**src/rtl/cu_pkg.sv**
```systemverilog
// Shared definitions for the control unit: opcode encodings (IR[31:27]),
// ALU operation codes driven on "operation", the FSM state encodings,
// the instruction classes produced by cu_decode, and the bit positions
// inside bus_out_sel and ctl_in.
package cu_pkg;

    // Opcode encodings
    localparam logic [4:0] OP_LD   = 5'b00000;
    localparam logic [4:0] OP_ST   = 5'b00010;
    localparam logic [4:0] OP_ADD  = 5'b00011;
    localparam logic [4:0] OP_SUB  = 5'b00100;
    localparam logic [4:0] OP_SHR  = 5'b00101;
    localparam logic [4:0] OP_SHL  = 5'b00110;
    localparam logic [4:0] OP_ROR  = 5'b00111;
    localparam logic [4:0] OP_ROL  = 5'b01000;
    localparam logic [4:0] OP_AND  = 5'b01001;
    localparam logic [4:0] OP_OR   = 5'b01010;
    localparam logic [4:0] OP_ADDI = 5'b01011;
    localparam logic [4:0] OP_ANDI = 5'b01100;
    localparam logic [4:0] OP_ORI  = 5'b01101;
    localparam logic [4:0] OP_MUL  = 5'b01110;
    localparam logic [4:0] OP_DIV  = 5'b01111;
    localparam logic [4:0] OP_BR   = 5'b10010;
    localparam logic [4:0] OP_NOP  = 5'b11001;
    localparam logic [4:0] OP_HALT = 5'b11010;

    // ALU operation codes
    localparam logic [3:0] ALU_NONE = 4'd0;
    localparam logic [3:0] ALU_ADD  = 4'd1;
    localparam logic [3:0] ALU_SUB  = 4'd2;
    localparam logic [3:0] ALU_AND  = 4'd3;
    localparam logic [3:0] ALU_OR   = 4'd4;
    localparam logic [3:0] ALU_SHR  = 4'd5;
    localparam logic [3:0] ALU_SHL  = 4'd6;
    localparam logic [3:0] ALU_ROR  = 4'd7;
    localparam logic [3:0] ALU_ROL  = 4'd8;
    localparam logic [3:0] ALU_MUL  = 4'd9;
    localparam logic [3:0] ALU_DIV  = 4'd10;

    // FSM state encodings held in the state register
    localparam logic [3:0] S_T0      = 4'd0;
    localparam logic [3:0] S_T1      = 4'd1;
    localparam logic [3:0] S_T2      = 4'd2;
    localparam logic [3:0] S_T3      = 4'd3;
    localparam logic [3:0] S_T4      = 4'd4;
    localparam logic [3:0] S_T5      = 4'd5;
    localparam logic [3:0] S_T6      = 4'd6;
    localparam logic [3:0] S_T7      = 4'd7;
    localparam logic [3:0] S_STOPPED = 4'd8;
    localparam logic [3:0] S_HALT    = 4'd9;

    // Named view of the same encodings, used on the debug state output
    typedef enum logic [3:0] {
        ST_T0 = S_T0, ST_T1 = S_T1, ST_T2 = S_T2, ST_T3 = S_T3,
        ST_T4 = S_T4, ST_T5 = S_T5, ST_T6 = S_T6, ST_T7 = S_T7,
        ST_STOPPED = S_STOPPED, ST_HALT = S_HALT
    } cu_state_e;

    typedef enum logic [2:0] {
        CLS_NOP, CLS_RTYPE, CLS_IMM, CLS_LD, CLS_ST, CLS_BR, CLS_MULDIV, CLS_HALT
    } cu_class_e;

    // bus_out_sel bit positions above the sixteen register outputs
    localparam logic [4:0] BUS_PC     = 5'd16;
    localparam logic [4:0] BUS_ZLO    = 5'd17;
    localparam logic [4:0] BUS_ZHI    = 5'd18;
    localparam logic [4:0] BUS_HI     = 5'd19;
    localparam logic [4:0] BUS_LO     = 5'd20;
    localparam logic [4:0] BUS_MDR    = 5'd21;
    localparam logic [4:0] BUS_INPORT = 5'd22;
    localparam logic [4:0] BUS_C      = 5'd23;

    // ctl_in bit positions: {LOin, HIin, Zin_low, Zin_high, Yin, IRin, MDRin, MARin, PCin}
    localparam logic [3:0] CTL_PC  = 4'd0;
    localparam logic [3:0] CTL_MAR = 4'd1;
    localparam logic [3:0] CTL_MDR = 4'd2;
    localparam logic [3:0] CTL_IR  = 4'd3;
    localparam logic [3:0] CTL_Y   = 4'd4;
    localparam logic [3:0] CTL_ZH  = 4'd5;
    localparam logic [3:0] CTL_ZL  = 4'd6;
    localparam logic [3:0] CTL_HI  = 4'd7;
    localparam logic [3:0] CTL_LO  = 4'd8;

endpackage

```
**src/rtl/control_unit_if.sv**
```systemverilog
// Control-unit <-> datapath bundle.
//   IR, CON_FF, Stop           : datapath -> control unit
//   bus_out_sel, reg_in_en,
//   ctl_in, IncPC, Read, Write,
//   BAout, operation, run      : control unit -> datapath
// There is no handshake: every strobe is a level, valid for the whole
// cycle in which the control unit drives it, and the datapath acts on it
// at the next rising Clock.
interface control_unit_if;
    logic [31:0] IR;
    logic        CON_FF;
    logic        Stop;
    logic [23:0] bus_out_sel;
    logic [15:0] reg_in_en;
    logic [8:0]  ctl_in;
    logic        IncPC;
    logic        Read;
    logic        Write;
    logic        BAout;
    logic [3:0]  operation;
    logic        run;

    modport master (
        input  IR, CON_FF, Stop,
        output bus_out_sel, reg_in_en, ctl_in, IncPC, Read, Write, BAout, operation, run
    );

    modport slave (
        output IR, CON_FF, Stop,
        input  bus_out_sel, reg_in_en, ctl_in, IncPC, Read, Write, BAout, operation, run
    );
endinterface

```
**src/rtl/cu_decode.sv**
```systemverilog
// Opcode decoder: maps IR[31:27] to an instruction class and ALU operation.
//   opcode_i : instruction opcode
//   class_o  : instruction class steering the T3..T7 sequence
//   alu_op_o : ALU operation presented in T4
// Build option CU_MULDIV_EN: when defined, mul/div decode as CLS_MULDIV;
// otherwise they fall into the default arm and behave as nop.
module cu_decode
    import cu_pkg::*;
(
    input  logic [4:0] opcode_i,
    output cu_class_e  class_o,
    output logic [3:0] alu_op_o
);
    always_comb begin
        class_o  = CLS_NOP;
        alu_op_o = ALU_NONE;
        case (opcode_i)
            OP_ADD:  begin class_o = CLS_RTYPE; alu_op_o = ALU_ADD; end
            OP_SUB:  begin class_o = CLS_RTYPE; alu_op_o = ALU_SUB; end
            OP_AND:  begin class_o = CLS_RTYPE; alu_op_o = ALU_AND; end
            OP_OR:   begin class_o = CLS_RTYPE; alu_op_o = ALU_OR;  end
            OP_SHR:  begin class_o = CLS_RTYPE; alu_op_o = ALU_SHR; end
            OP_SHL:  begin class_o = CLS_RTYPE; alu_op_o = ALU_SHL; end
            OP_ROR:  begin class_o = CLS_RTYPE; alu_op_o = ALU_ROR; end
            OP_ROL:  begin class_o = CLS_RTYPE; alu_op_o = ALU_ROL; end
            OP_ADDI: begin class_o = CLS_IMM;   alu_op_o = ALU_ADD; end
            OP_ANDI: begin class_o = CLS_IMM;   alu_op_o = ALU_AND; end
            OP_ORI:  begin class_o = CLS_IMM;   alu_op_o = ALU_OR;  end
            // Address and branch-target arithmetic are additions
            OP_LD:   begin class_o = CLS_LD;    alu_op_o = ALU_ADD; end
            OP_ST:   begin class_o = CLS_ST;    alu_op_o = ALU_ADD; end
            OP_BR:   begin class_o = CLS_BR;    alu_op_o = ALU_ADD; end
`ifdef CU_MULDIV_EN
            OP_MUL:  begin class_o = CLS_MULDIV; alu_op_o = ALU_MUL; end
            OP_DIV:  begin class_o = CLS_MULDIV; alu_op_o = ALU_DIV; end
`endif
            OP_HALT: class_o = CLS_HALT;
            default: class_o = CLS_NOP;
        endcase
    end
endmodule

```
**src/rtl/control_unit.sv**
```systemverilog
// Hardwired control unit: a T0..T7 step sequencer with STOPPED and HALT.
//   Clock       : system clock, rising edge
//   clear       : synchronous active-high reset; forces T0 and blanks outputs
//   bus         : control_unit_if.master (IR/CON_FF/Stop in, strobes out)
//   dbg_state_o : current state register, for observation only
// Parameter MEM_WAIT (1..15): cycles each memory step holds Read/Write.
// Build option CU_MULDIV_EN enables the mul/div sequence (see cu_decode).
module control_unit
    import cu_pkg::*;
#(
    parameter int unsigned MEM_WAIT = 1
) (
    input  logic           Clock,
    input  logic           clear,
    control_unit_if.master bus,
    output cu_state_e      dbg_state_o
);
    localparam logic [3:0] WAIT_LAST = 4'(MEM_WAIT - 1);

    logic [3:0] state_q, state_d;
    logic [3:0] wait_q, wait_d;
    cu_class_e  cls;
    logic [3:0] alu_op;
    logic [3:0] ra, rb, rc;
    logic       mem_step, step_done;
    logic [3:0] boundary;
    logic       unused_ir;

    assign ra = bus.IR[26:23];
    assign rb = bus.IR[22:19];
    assign rc = bus.IR[18:15];
    assign unused_ir = ^bus.IR[14:0];

    cu_decode u_decode (
        .opcode_i (bus.IR[31:27]),
        .class_o  (cls),
        .alu_op_o (alu_op)
    );

    // Steps that talk to memory stretch over MEM_WAIT cycles
    assign mem_step  = (state_q == S_T1) ||
                       (state_q == S_T6 && cls == CLS_LD) ||
                       (state_q == S_T7 && cls == CLS_ST);
    assign step_done = !mem_step || (wait_q == WAIT_LAST);

    // Stop is only looked at when an instruction finishes
    assign boundary = bus.Stop ? S_STOPPED : S_T0;

    always_comb begin
        state_d = state_q;
        wait_d  = (mem_step && !step_done) ? wait_q + 4'd1 : 4'd0;
        case (state_q)
            S_T0: state_d = S_T1;
            S_T1: if (step_done) state_d = S_T2;
            S_T2: begin
                if (cls == CLS_HALT)     state_d = S_HALT;
                else if (cls == CLS_NOP) state_d = boundary;
                else                     state_d = S_T3;
            end
            S_T3: state_d = S_T4;
            S_T4: state_d = S_T5;
            S_T5: begin
                if (cls == CLS_LD || cls == CLS_ST || cls == CLS_MULDIV) state_d = S_T6;
                else                                                      state_d = boundary;
            end
            S_T6: begin
                if (step_done) state_d = (cls == CLS_LD || cls == CLS_ST) ? S_T7 : boundary;
            end
            S_T7:      if (step_done) state_d = boundary;
            S_STOPPED: if (!bus.Stop) state_d = S_T0;
            S_HALT:    state_d = S_HALT;
            default:   state_d = S_T0;
        endcase
    end

    always_ff @(posedge Clock) begin
        if (clear) begin
            state_q <= S_T0;
            wait_q  <= 4'd0;
        end else begin
            state_q <= state_d;
            wait_q  <= wait_d;
        end
    end

    assign dbg_state_o = cu_state_e'(state_q);

    // Strobe decode; clear blanks everything so an aborted store never writes
    always_comb begin
        bus.bus_out_sel = '0;
        bus.reg_in_en   = '0;
        bus.ctl_in      = '0;
        bus.IncPC       = 1'b0;
        bus.Read        = 1'b0;
        bus.Write       = 1'b0;
        bus.BAout       = 1'b0;
        bus.operation   = ALU_NONE;
        bus.run         = 1'b0;
        if (!clear) begin
            bus.run = (state_q != S_STOPPED) && (state_q != S_HALT);
            case (state_q)
                S_T0: begin
                    bus.bus_out_sel[BUS_PC] = 1'b1;
                    bus.ctl_in[CTL_MAR]     = 1'b1;
                    bus.ctl_in[CTL_ZL]      = 1'b1;
                    bus.IncPC               = 1'b1;
                end
                S_T1: begin
                    bus.bus_out_sel[BUS_ZLO] = 1'b1;
                    bus.ctl_in[CTL_PC]       = 1'b1;
                    bus.ctl_in[CTL_MDR]      = 1'b1;
                    bus.Read                 = 1'b1;
                end
                S_T2: begin
                    bus.bus_out_sel[BUS_MDR] = 1'b1;
                    bus.ctl_in[CTL_IR]       = 1'b1;
                end
                S_T3: begin
                    case (cls)
                        CLS_RTYPE, CLS_IMM: bus.bus_out_sel[{1'b0, rb}] = 1'b1;
                        CLS_LD, CLS_ST: begin
                            bus.bus_out_sel[{1'b0, rb}] = 1'b1;
                            bus.BAout = 1'b1;
                        end
                        CLS_BR:     bus.bus_out_sel[BUS_PC] = 1'b1;
                        CLS_MULDIV: bus.bus_out_sel[{1'b0, ra}] = 1'b1;
                        default: ;
                    endcase
                    bus.ctl_in[CTL_Y] = 1'b1;
                end
                S_T4: begin
                    case (cls)
                        CLS_RTYPE: bus.bus_out_sel[{1'b0, rc}] = 1'b1;
                        CLS_MULDIV: begin
                            bus.bus_out_sel[{1'b0, rb}] = 1'b1;
                            bus.ctl_in[CTL_ZH] = 1'b1;
                        end
                        default: bus.bus_out_sel[BUS_C] = 1'b1;
                    endcase
                    bus.ctl_in[CTL_ZL] = 1'b1;
                    bus.operation      = alu_op;
                end
                S_T5: begin
                    case (cls)
                        CLS_RTYPE, CLS_IMM: begin
                            bus.bus_out_sel[BUS_ZLO] = 1'b1;
                            bus.reg_in_en[ra]        = 1'b1;
                        end
                        CLS_LD, CLS_ST: begin
                            bus.bus_out_sel[BUS_ZLO] = 1'b1;
                            bus.ctl_in[CTL_MAR]      = 1'b1;
                        end
                        CLS_BR: if (bus.CON_FF) begin
                            bus.bus_out_sel[BUS_ZLO] = 1'b1;
                            bus.ctl_in[CTL_PC]       = 1'b1;
                        end
                        CLS_MULDIV: begin
                            bus.bus_out_sel[BUS_ZLO] = 1'b1;
                            bus.ctl_in[CTL_LO]       = 1'b1;
                        end
                        default: ;
                    endcase
                end
                S_T6: begin
                    case (cls)
                        CLS_LD: begin
                            bus.Read            = 1'b1;
                            bus.ctl_in[CTL_MDR] = 1'b1;
                        end
                        CLS_ST: begin
                            bus.bus_out_sel[{1'b0, ra}] = 1'b1;
                            bus.ctl_in[CTL_MDR]         = 1'b1;
                        end
                        CLS_MULDIV: begin
                            bus.bus_out_sel[BUS_ZHI] = 1'b1;
                            bus.ctl_in[CTL_HI]       = 1'b1;
                        end
                        default: ;
                    endcase
                end
                S_T7: begin
                    case (cls)
                        CLS_LD: begin
                            bus.bus_out_sel[BUS_MDR] = 1'b1;
                            bus.reg_in_en[ra]        = 1'b1;
                        end
                        CLS_ST:  bus.Write = 1'b1;
                        default: ;
                    endcase
                end
                default: ;
            endcase
        end
    end
endmodule

```
**src/flat_wrapper.sv**
```systemverilog
// flat-port wrapper written by rule: the top's interface ports become plain ports
module control_unit_flat import cu_pkg::*;
#(
    parameter int unsigned MEM_WAIT = 1
)
  (Clock, clear, dbg_state_o, bus_IR, bus_CON_FF, bus_Stop, bus_bus_out_sel, bus_reg_in_en, bus_ctl_in, bus_IncPC, bus_Read, bus_Write, bus_BAout, bus_operation, bus_run);
  control_unit_if bus_i ();
  input  logic Clock;
  input  logic clear;
  output cu_state_e dbg_state_o;
  input wire logic [$bits(bus_i.IR)-1:0] bus_IR;
  input wire logic [$bits(bus_i.CON_FF)-1:0] bus_CON_FF;
  input wire logic [$bits(bus_i.Stop)-1:0] bus_Stop;
  output wire logic [$bits(bus_i.bus_out_sel)-1:0] bus_bus_out_sel;
  output wire logic [$bits(bus_i.reg_in_en)-1:0] bus_reg_in_en;
  output wire logic [$bits(bus_i.ctl_in)-1:0] bus_ctl_in;
  output wire logic [$bits(bus_i.IncPC)-1:0] bus_IncPC;
  output wire logic [$bits(bus_i.Read)-1:0] bus_Read;
  output wire logic [$bits(bus_i.Write)-1:0] bus_Write;
  output wire logic [$bits(bus_i.BAout)-1:0] bus_BAout;
  output wire logic [$bits(bus_i.operation)-1:0] bus_operation;
  output wire logic [$bits(bus_i.run)-1:0] bus_run;
  assign bus_i.IR = bus_IR;
  assign bus_i.CON_FF = bus_CON_FF;
  assign bus_i.Stop = bus_Stop;
  assign bus_bus_out_sel = bus_i.bus_out_sel;
  assign bus_reg_in_en = bus_i.reg_in_en;
  assign bus_ctl_in = bus_i.ctl_in;
  assign bus_IncPC = bus_i.IncPC;
  assign bus_Read = bus_i.Read;
  assign bus_Write = bus_i.Write;
  assign bus_BAout = bus_i.BAout;
  assign bus_operation = bus_i.operation;
  assign bus_run = bus_i.run;
  control_unit #(.MEM_WAIT(MEM_WAIT)) u_core (.Clock(Clock), .clear(clear), .bus(bus_i), .dbg_state_o(dbg_state_o));
endmodule
```
**config.mk**
```make
export PLATFORM = sky130hd
export DESIGN_NAME = control_unit_flat
export DESIGN_NICKNAME = d
export VERILOG_FILES = /design/src/rtl/cu_pkg.sv /design/src/rtl/control_unit_if.sv /design/src/rtl/cu_decode.sv /design/src/rtl/control_unit.sv /design/src/flat_wrapper.sv
export SDC_FILE = /design/constraint.sdc
export NUM_CORES = 1
export LEC_CHECK = 0
export BUFFER_PORTS_ARGS = -buffer_cell sky130_fd_sc_hd__buf_4
export CORE_ASPECT_RATIO = 0.7
export CORE_MARGIN = 1
export CORE_UTILIZATION = 32
export DETAILED_ROUTE_END_ITERATION = 8
export PLACE_DENSITY_LB_ADDON = 0.12
export SLEW_MARGIN = 10
export SYNTH_ARGS = -nofsm -noshare
export SYNTH_HDL_FRONTEND = slang
export SYNTH_SLANG_ARGS = --single-unit
```
**constraint.sdc**
```tcl
create_clock -name Clock -period 1.85 [get_ports Clock]
set_input_delay 0.0925 -clock Clock [delete_from_list [all_inputs] [get_ports Clock]]
set_output_delay 0.0925 -clock Clock [all_outputs]
set_load 0.05 [all_outputs]
```
# ---- Word level (Yosys, flattened, before mapping)
# Cells that the tools add are included.
dict set report classes {
  muxes 64
  n_lt_le_gt_ge 8
  n_eq_ne 36
  add_sub_neg 1
  reduce_logical 32
  bitwise_logic 1
}
# cell n
set op_table {}
lappend op_table {{16-bit case mux with 2 select lines} 3}
lappend op_table {{16-bit two-way mux} 4}
lappend op_table {{16-bit case mux with 3 select lines} 1}
lappend op_table {{4-bit two-way mux} 11}
lappend op_table {{4-bit case mux with 10 select lines} 1}
lappend op_table {{4-bit case mux with 8 select lines} 1}
lappend op_table {{5-bit by 4-bit equality test with 1-bit output (second input constant)} 6}
lappend op_table {{1-bit two-way mux} 26}
lappend op_table {{24-bit two-way mux} 1}
lappend op_table {{5-bit by 3-bit equality test with 1-bit output (second input constant)} 4}
lappend op_table {{4-bit by 6-bit < comparator with 1-bit output (second input constant)} 3}
lappend op_table {{3-bit case mux with 6 select lines} 1}
lappend op_table {{1-bit demux with 4-bit select} 4}
lappend op_table {{4-bit by 3-bit equality test with 1-bit output (second input constant)} 4}
lappend op_table {{4-bit by 1-bit >= comparator with 1-bit output (second input constant)} 4}
lappend op_table {{2-bit OR reduction} 7}
lappend op_table {{3-bit equality test (second input constant)} 4}
lappend op_table {{5-bit by 2-bit equality test with 1-bit output (second input constant)} 2}
lappend op_table {{5-bit equality test (second input constant)} 2}
lappend op_table {{1-bit case mux with 2 select lines} 5}
lappend op_table {{5-bit OR reduction} 2}
lappend op_table {{9-bit two-way mux} 1}
lappend op_table {{4-bit by 2-bit equality test with 1-bit output (second input constant)} 2}
lappend op_table {{4-bit equality test (second input constant)} 2}
lappend op_table {{other kinds (23)} 41}
dict set report word_totals {
  input_bits 36
  elab_cells 144
  out_inout_bits 62
  register_bits 8
}

# ---- Logic depth before layout (Yosys ltp)
dict set report depth {
  depth_word 13
  ltp_mapped 7
  ltp_nobuf 7
}

# ---- By module
# A second synthesis with hierarchy kept.
dict set report unflattened {
  hier_cells 329
  hier_area_um2 2204.6
}
# module instances cells_per_inst area_per_inst_um2 seq_area_each_um2
set by_module_without_submodules {}
lappend by_module_without_submodules {control_unit 1 291 1959.4 160.2}
lappend by_module_without_submodules {cu_decode 1 38 245.2 0.0}

# ---- Least setup slack after synthesis
# OpenSTA, ideal clock, no wires.
dict set report synth_timing {
  path_kind {reg-to-output}
  start {reg u_core.state_q[0] (netlist: u_core.dbg_state_o[0])}
  end {out bus_ctl_in[1]}
  path_stages_with_launch 7
  path_slack_ns -1.330
  arrival_ns 3.088
  n_path_buf 2
  required_time_ns 1.757
  cell_sequence {dfxtp_1 > buf_6 > clkbuf_1 > or2_2 > nor3_1 > nand2b_1 > o21ai_0}
}
dict set report synth_between {
  elab_chain_len 3
  elab_cells_between_ends 4
  cone_classes {1 x eq/ne; 2 x mux; 1 x reduce/logical}
}
# item line_no
set synth_rtl {}
lappend synth_rtl {{start: declaration} control_unit.sv:20} ;# logic [3:0] state_q, state_d;
lappend synth_rtl {{start signal: assignment} control_unit.sv:81} ;# state_q <= state_d;
lappend synth_rtl {{4-bit by 3-bit equality test with 1-bit output / 4-bit logical NOT (equally long branches)} control_unit.sv:101} ;# case (state_q)
lappend synth_rtl {{1-bit case mux with 2 select lines *} control_unit.sv:101}
lappend synth_rtl {{9-bit two-way mux *} control_unit.sv:99} ;# if (!clear) begin
lappend synth_rtl {{end: declaration} flat_wrapper.sv:16} ;# output wire logic [$bits(bus_i.ctl_in)-1:0] bus_ctl_in;
# Mark *: on every way between the ends. The rest lies on a longest branch, timed or not.

# ---- Final worst setup path
dict set report layout_timing {
  start {reg u_core.state_q[0] (netlist: u_core.dbg_state_o[0])}
  end {out bus_bus_out_sel[2]}
}
dict set report layout_between {
  elab_chain_len 3
  elab_cells_between_ends 5
  cone_classes {3 x eq/ne; 2 x mux}
}
# item line_no
set layout_rtl {}
lappend layout_rtl {{4-bit by 3-bit equality test with 1-bit output / 4-bit by 2-bit equality test with 1-bit output (equally long branches)} control_unit.sv:101}
lappend layout_rtl {{16-bit case mux with 3 select lines *} control_unit.sv:101}
lappend layout_rtl {{24-bit two-way mux *} control_unit.sv:99}
lappend layout_rtl {{end: declaration} flat_wrapper.sv:14} ;# output wire logic [$bits(bus_i.bus_out_sel)-1:0] bus_bus_out_sel;
# Marked as above.

==> metrics.txt <==
# TYPE chip_impl_metric gauge
chip_impl_info{name="status",value="complete, but fails checks"} 1
chip_impl_info{name="violations",value="negative setup slack"} 1
chip_impl_metric{name="fmaxAchievable",unit="MHz"} 445
chip_impl_metric{name="finalCritPeriodShare",unit="%"} 121
chip_impl_metric{name="deepest_level_of_the_cts_h_tree",unit=""} 1
chip_impl_metric{name="grt_start_max_net_pins",unit=""} 21
chip_impl_metric{name="critical_path_peak_fanout",unit=""} 4
chip_impl_metric{name="first_global_vias",unit=""} 2166
chip_impl_metric{name="synthesis.area_per_instance",unit="um^2"} 6.50
chip_impl_info{name="hold_class",value="in2reg"} 1
chip_impl_metric{name="post-place-cells",unit=""} 438
chip_impl_info{name="slowest_stage",value="sky130_fd_sc_hd__or4b_4"} 1
chip_impl_metric{name="critPathMaxStageDelay",unit="ns"} 0.54
chip_impl_metric{name="grt_pass1_wl",unit="um"} 10500
chip_impl_metric{name="timing.critical_path.arrival",unit="ns"} 2.15
chip_impl_metric{name="drive_above_1_share",unit="%"} 59.4
chip_impl_metric{name="drtAntennaViolNets",unit=""} 0
chip_impl_info{name="worstHoldStart",value="bus_Stop"} 1
chip_impl_metric{name="die_span_x",unit="um"} 88.9
chip_impl_metric{name="setup_ws",unit="ns"} -0.397
chip_impl_metric{name="count_of_nets_after_finishing",unit=""} 418
chip_impl_metric{name="power.density",unit="nW/um^2"} 347
chip_impl_metric{name="boundaryPins",unit=""} 98
chip_impl_metric{name="hpwlAfterDp",unit="um"} 5070
chip_impl_metric{name="worst_skew_pair.late_latency",unit="ns"} 0.23
chip_impl_metric{name="yosys.cell_types.count",unit=""} 55
chip_impl_metric{name="synth.cell_area",unit="um^2"} 1690
chip_impl_metric{name="synth_seq_area_share",unit="%"} 9.47
chip_impl_metric{name="layout.core_utilization",unit="%"} 70.9
chip_impl_metric{name="report.final.hold_viol_count",unit=""} 0
chip_impl_metric{name="max-cap-violations",unit=""} 0
chip_impl_metric{name="route.detailed.vias_per_inst",unit=""} 5.55
chip_impl_metric{name="layout_min_cycle_time",unit="ns"} 2.25
chip_impl_metric{name="synthesis.yosys.warnings",unit=""} 0
chip_impl_info{name="reg2reg_to",value="u_core.dbg_state_o[2]"} 1
chip_impl_metric{name="layout.filler_cells",unit=""} 410
chip_impl_info{name="most_instantiated_library_cell_after_synthesis",value="sky130_fd_sc_hd__nor2_1"} 1
chip_impl_metric{name="groute.usage.overall",unit="%"} 23.7
chip_impl_metric{name="port_buffers",unit=""} 75
chip_impl_metric{name="number_of_antenna_violations_at_the_first_check_in_global_routing",unit=""} 0
chip_impl_metric{name="power.static_leakage",unit="uW"} 0.00129
chip_impl_metric{name="clkSlewWorstSetupHoldPaths",unit="ns"} 0.04
chip_impl_metric{name="core",unit="um^2"} 4940
chip_impl_info{name="worstHoldEndpoint",value="u_core.dbg_state_o[3]"} 1
chip_impl_info{name="synth_top_flop_cell",value="sky130_fd_sc_hd__dfxtp_1"} 1
chip_impl_metric{name="diodes",unit=""} 0
chip_impl_metric{name="setup_viol_count_final",unit=""} 38
chip_impl_metric{name="setup-tns-final",unit="ns"} -10.87
chip_impl_metric{name="final_area",unit="um^2"} 3500
chip_impl_info{name="crit_path_start_kind",value="flip-flop"} 1
chip_impl_metric{name="detail_route.wirelength",unit="um"} 6810
chip_impl_info{name="critical_path.endpoint_type",value="output port"} 1
chip_impl_info{name="yosysTopAreaCell",value="sky130_fd_sc_hd__nor2_1"} 1
chip_impl_info{name="root_buffer",value="sky130_fd_sc_hd__clkbuf_8"} 1
chip_impl_info{name="synthTopCellsByArea",value="sky130_fd_sc_hd__nor2_1, sky130_fd_sc_hd__dfxtp_1, sky130_fd_sc_hd__a222oi_1"} 1
chip_impl_metric{name="timing.slew.headroom",unit="%"} 56.2
chip_impl_metric{name="cts-hold-fix-buffers",unit=""} 0
chip_impl_metric{name="clock-sinks",unit=""} 8
chip_impl_metric{name="fin_skew",unit="ns"} 0.00187
chip_impl_metric{name="area_delta_synth_final",unit="%"} 107
chip_impl_metric{name="synth_top_cell_area_share",unit="%"} 10.7
chip_impl_metric{name="report.final.slew_viol_count",unit=""} 0
chip_impl_metric{name="ctsLongestPathBuffers",unit=""} 2
chip_impl_metric{name="peakVddDrop",unit="mV"} 0.397
chip_impl_info{name="grt_setup_unrepaired",value="true"} 1
chip_impl_metric{name="async_reset_ff_share",unit="%"} 0
chip_impl_metric{name="detailed_place.area",unit="um^2"} 3120
chip_impl_metric{name="final_replace_weighted_congestion",unit=""} 0.874
chip_impl_info{name="worstSetupPathType",value="reg2out"} 1
chip_impl_metric{name="die_footprint",unit="um^2"} 5580
chip_impl_info{name="timing.critical_path.cells",value="or4b_4, or3_4, nor3_4, a222oi_1, nor2_4, buf_6"} 1
chip_impl_metric{name="synth-edff-count",unit=""} 0
chip_impl_info{name="post_synth_most_frequent_cells",value="sky130_fd_sc_hd__nor2_1, sky130_fd_sc_hd__nand2_1, sky130_fd_sc_hd__a21oi_1"} 1
chip_impl_metric{name="worst_slew_pin_slew",unit="ns"} 0.648
chip_impl_metric{name="fp.dieH",unit="um"} 62.8
chip_impl_metric{name="fin_cells",unit=""} 448
chip_impl_metric{name="netlist_instances",unit=""} 260
chip_impl_info{name="rr_startpoint",value="u_core.wait_q[0]"} 1
chip_impl_metric{name="initial_core_utilization",unit="%"} 34.2
chip_impl_metric{name="worstHoldPathCells",unit=""} 3
chip_impl_metric{name="detailedPlace.worstSlack",unit="ns"} -0.210
chip_impl_metric{name="first_pass_iters",unit=""} 5
chip_impl_metric{name="regToRegSetupSlack",unit="ns"} 0.07
chip_impl_metric{name="synth-seq-cells",unit=""} 8
chip_impl_metric{name="first_iter_violations",unit=""} 181
chip_impl_metric{name="detail_route.drc_violations",unit=""} 0
chip_impl_metric{name="cp.required",unit="ns"} 1.76
chip_impl_metric{name="cts-buffers-inserted",unit=""} 3
chip_impl_info{name="tritoncts",value="done"} 1
chip_impl_metric{name="wire_per_inst",unit="um"} 15.2
chip_impl_metric{name="grt_overflow",unit=""} 0
chip_impl_metric{name="core.rowCount",unit=""} 21
chip_impl_metric{name="r2r_depth",unit=""} 9
chip_impl_metric{name="num_vias",unit=""} 2488
routing by layer:
metal | up-vias | global-route usage, % | part of all wire [%]
li1 | 1207 | - | -
met1 | 1153 | 37.2 | 46
met2 | 123 | 35.3 | 46
met3 | 5 | 1.98 | 7.7
met4 | 0 | 3.02 | 0.31
met5 | - | 0 | 0
report_power, final:
| part | internal (uW) | switching [uW] | leakage, uW |
|---|---|---|---|
| Combinational | 293 | 519 | 0.00120 |
| Sequential | 183 | 5.98 | 0.0000678 |
| Clock | 149 | 65.6 | 0.0000228 |
| Total | 625 | 590 | 0.00129 |
cell type report:
cell class                      count  area (um^2)  share of cell area, %
Clock buffer                        4         45.0                   1.29
Inverter                            6         26.3                  0.750
Multi-Input combinational cell    223         1930                   55.1
Sequential cell                     8          175                   5.00
Tap cell                           69         86.3                   2.47
Timing Repair Buffer              138         1240                   35.4
stage by stage:
step,total power [uW],hold slack [ns]
floorplan,716,0.247
global placement,946,0.434
detailed placement,953,0.434
CTS,1190,0.199
global route,1280,0.226
finish,1220,0.215
worst max path at each step:
stage | start | endpoint | slack (ns) | cells after the start
CTS | u_core.dbg_state_o[0] | bus_bus_out_sel[2] | -0.39 | 6
detailed placement | u_core.dbg_state_o[1] | u_core.dbg_state_o[0] | -0.21 | 6
floorplan | u_core.dbg_state_o[3] | bus_reg_in_en[4] | -0.44 | 6
global route | u_core.dbg_state_o[0] | bus_bus_out_sel[0] | -0.48 | 6
finish | u_core.dbg_state_o[0] | bus_bus_out_sel[2] | -0.40 | 6
global placement | u_core.dbg_state_o[1] | u_core.dbg_state_o[0] | -0.19 | 6
worst max-delay path: cells and delay by family (launching register included):
family          cells  cell delay (ns)
compound gates      1             0.20
buf+inv             1             0.16
flops               1             0.33
simple gates        4             1.23
flip-flops by register name, summed over array words and instances, names as in the netlist:
register            cells
u_core.wait_q           4
u_core.dbg_state_o      4
layout by cell type, fill, tap and decap left out, drive strengths merged, types with 9 or more instances in the layout:
cell	n
a21oi	16
nand3	9
buf	138
nor2	48
nor2b	13
nand2	19
a222oi	12
nor3	15
nand2b	10
what timing repair did:
action | in CTS | in global routing
endpoints found under the setup margin | 40 | 44
endpoints found under the hold margin | 0 | 0
resized for setup | 51 | 20
buffers inserted | 3 | 3
pin swaps | 12 | 13
cells by family after synthesis:
kind of cell / after synthesis / synth area share (%)
AND/OR/NAND/NOR: 150 / 49.2
AO/OA/AOI/OAI: 58 / 25.8
buffers and inverters: 35 / 10.4
flip-flops: 8 / 9.47
XOR/XNOR: 4 / 2.07
adder cells (fa/ha/maj): 2 / 1.48
multiplexers: 2 / 1.26
other: 1 / 0.222
No activity file was read; power rests on OpenSTA's default activity.
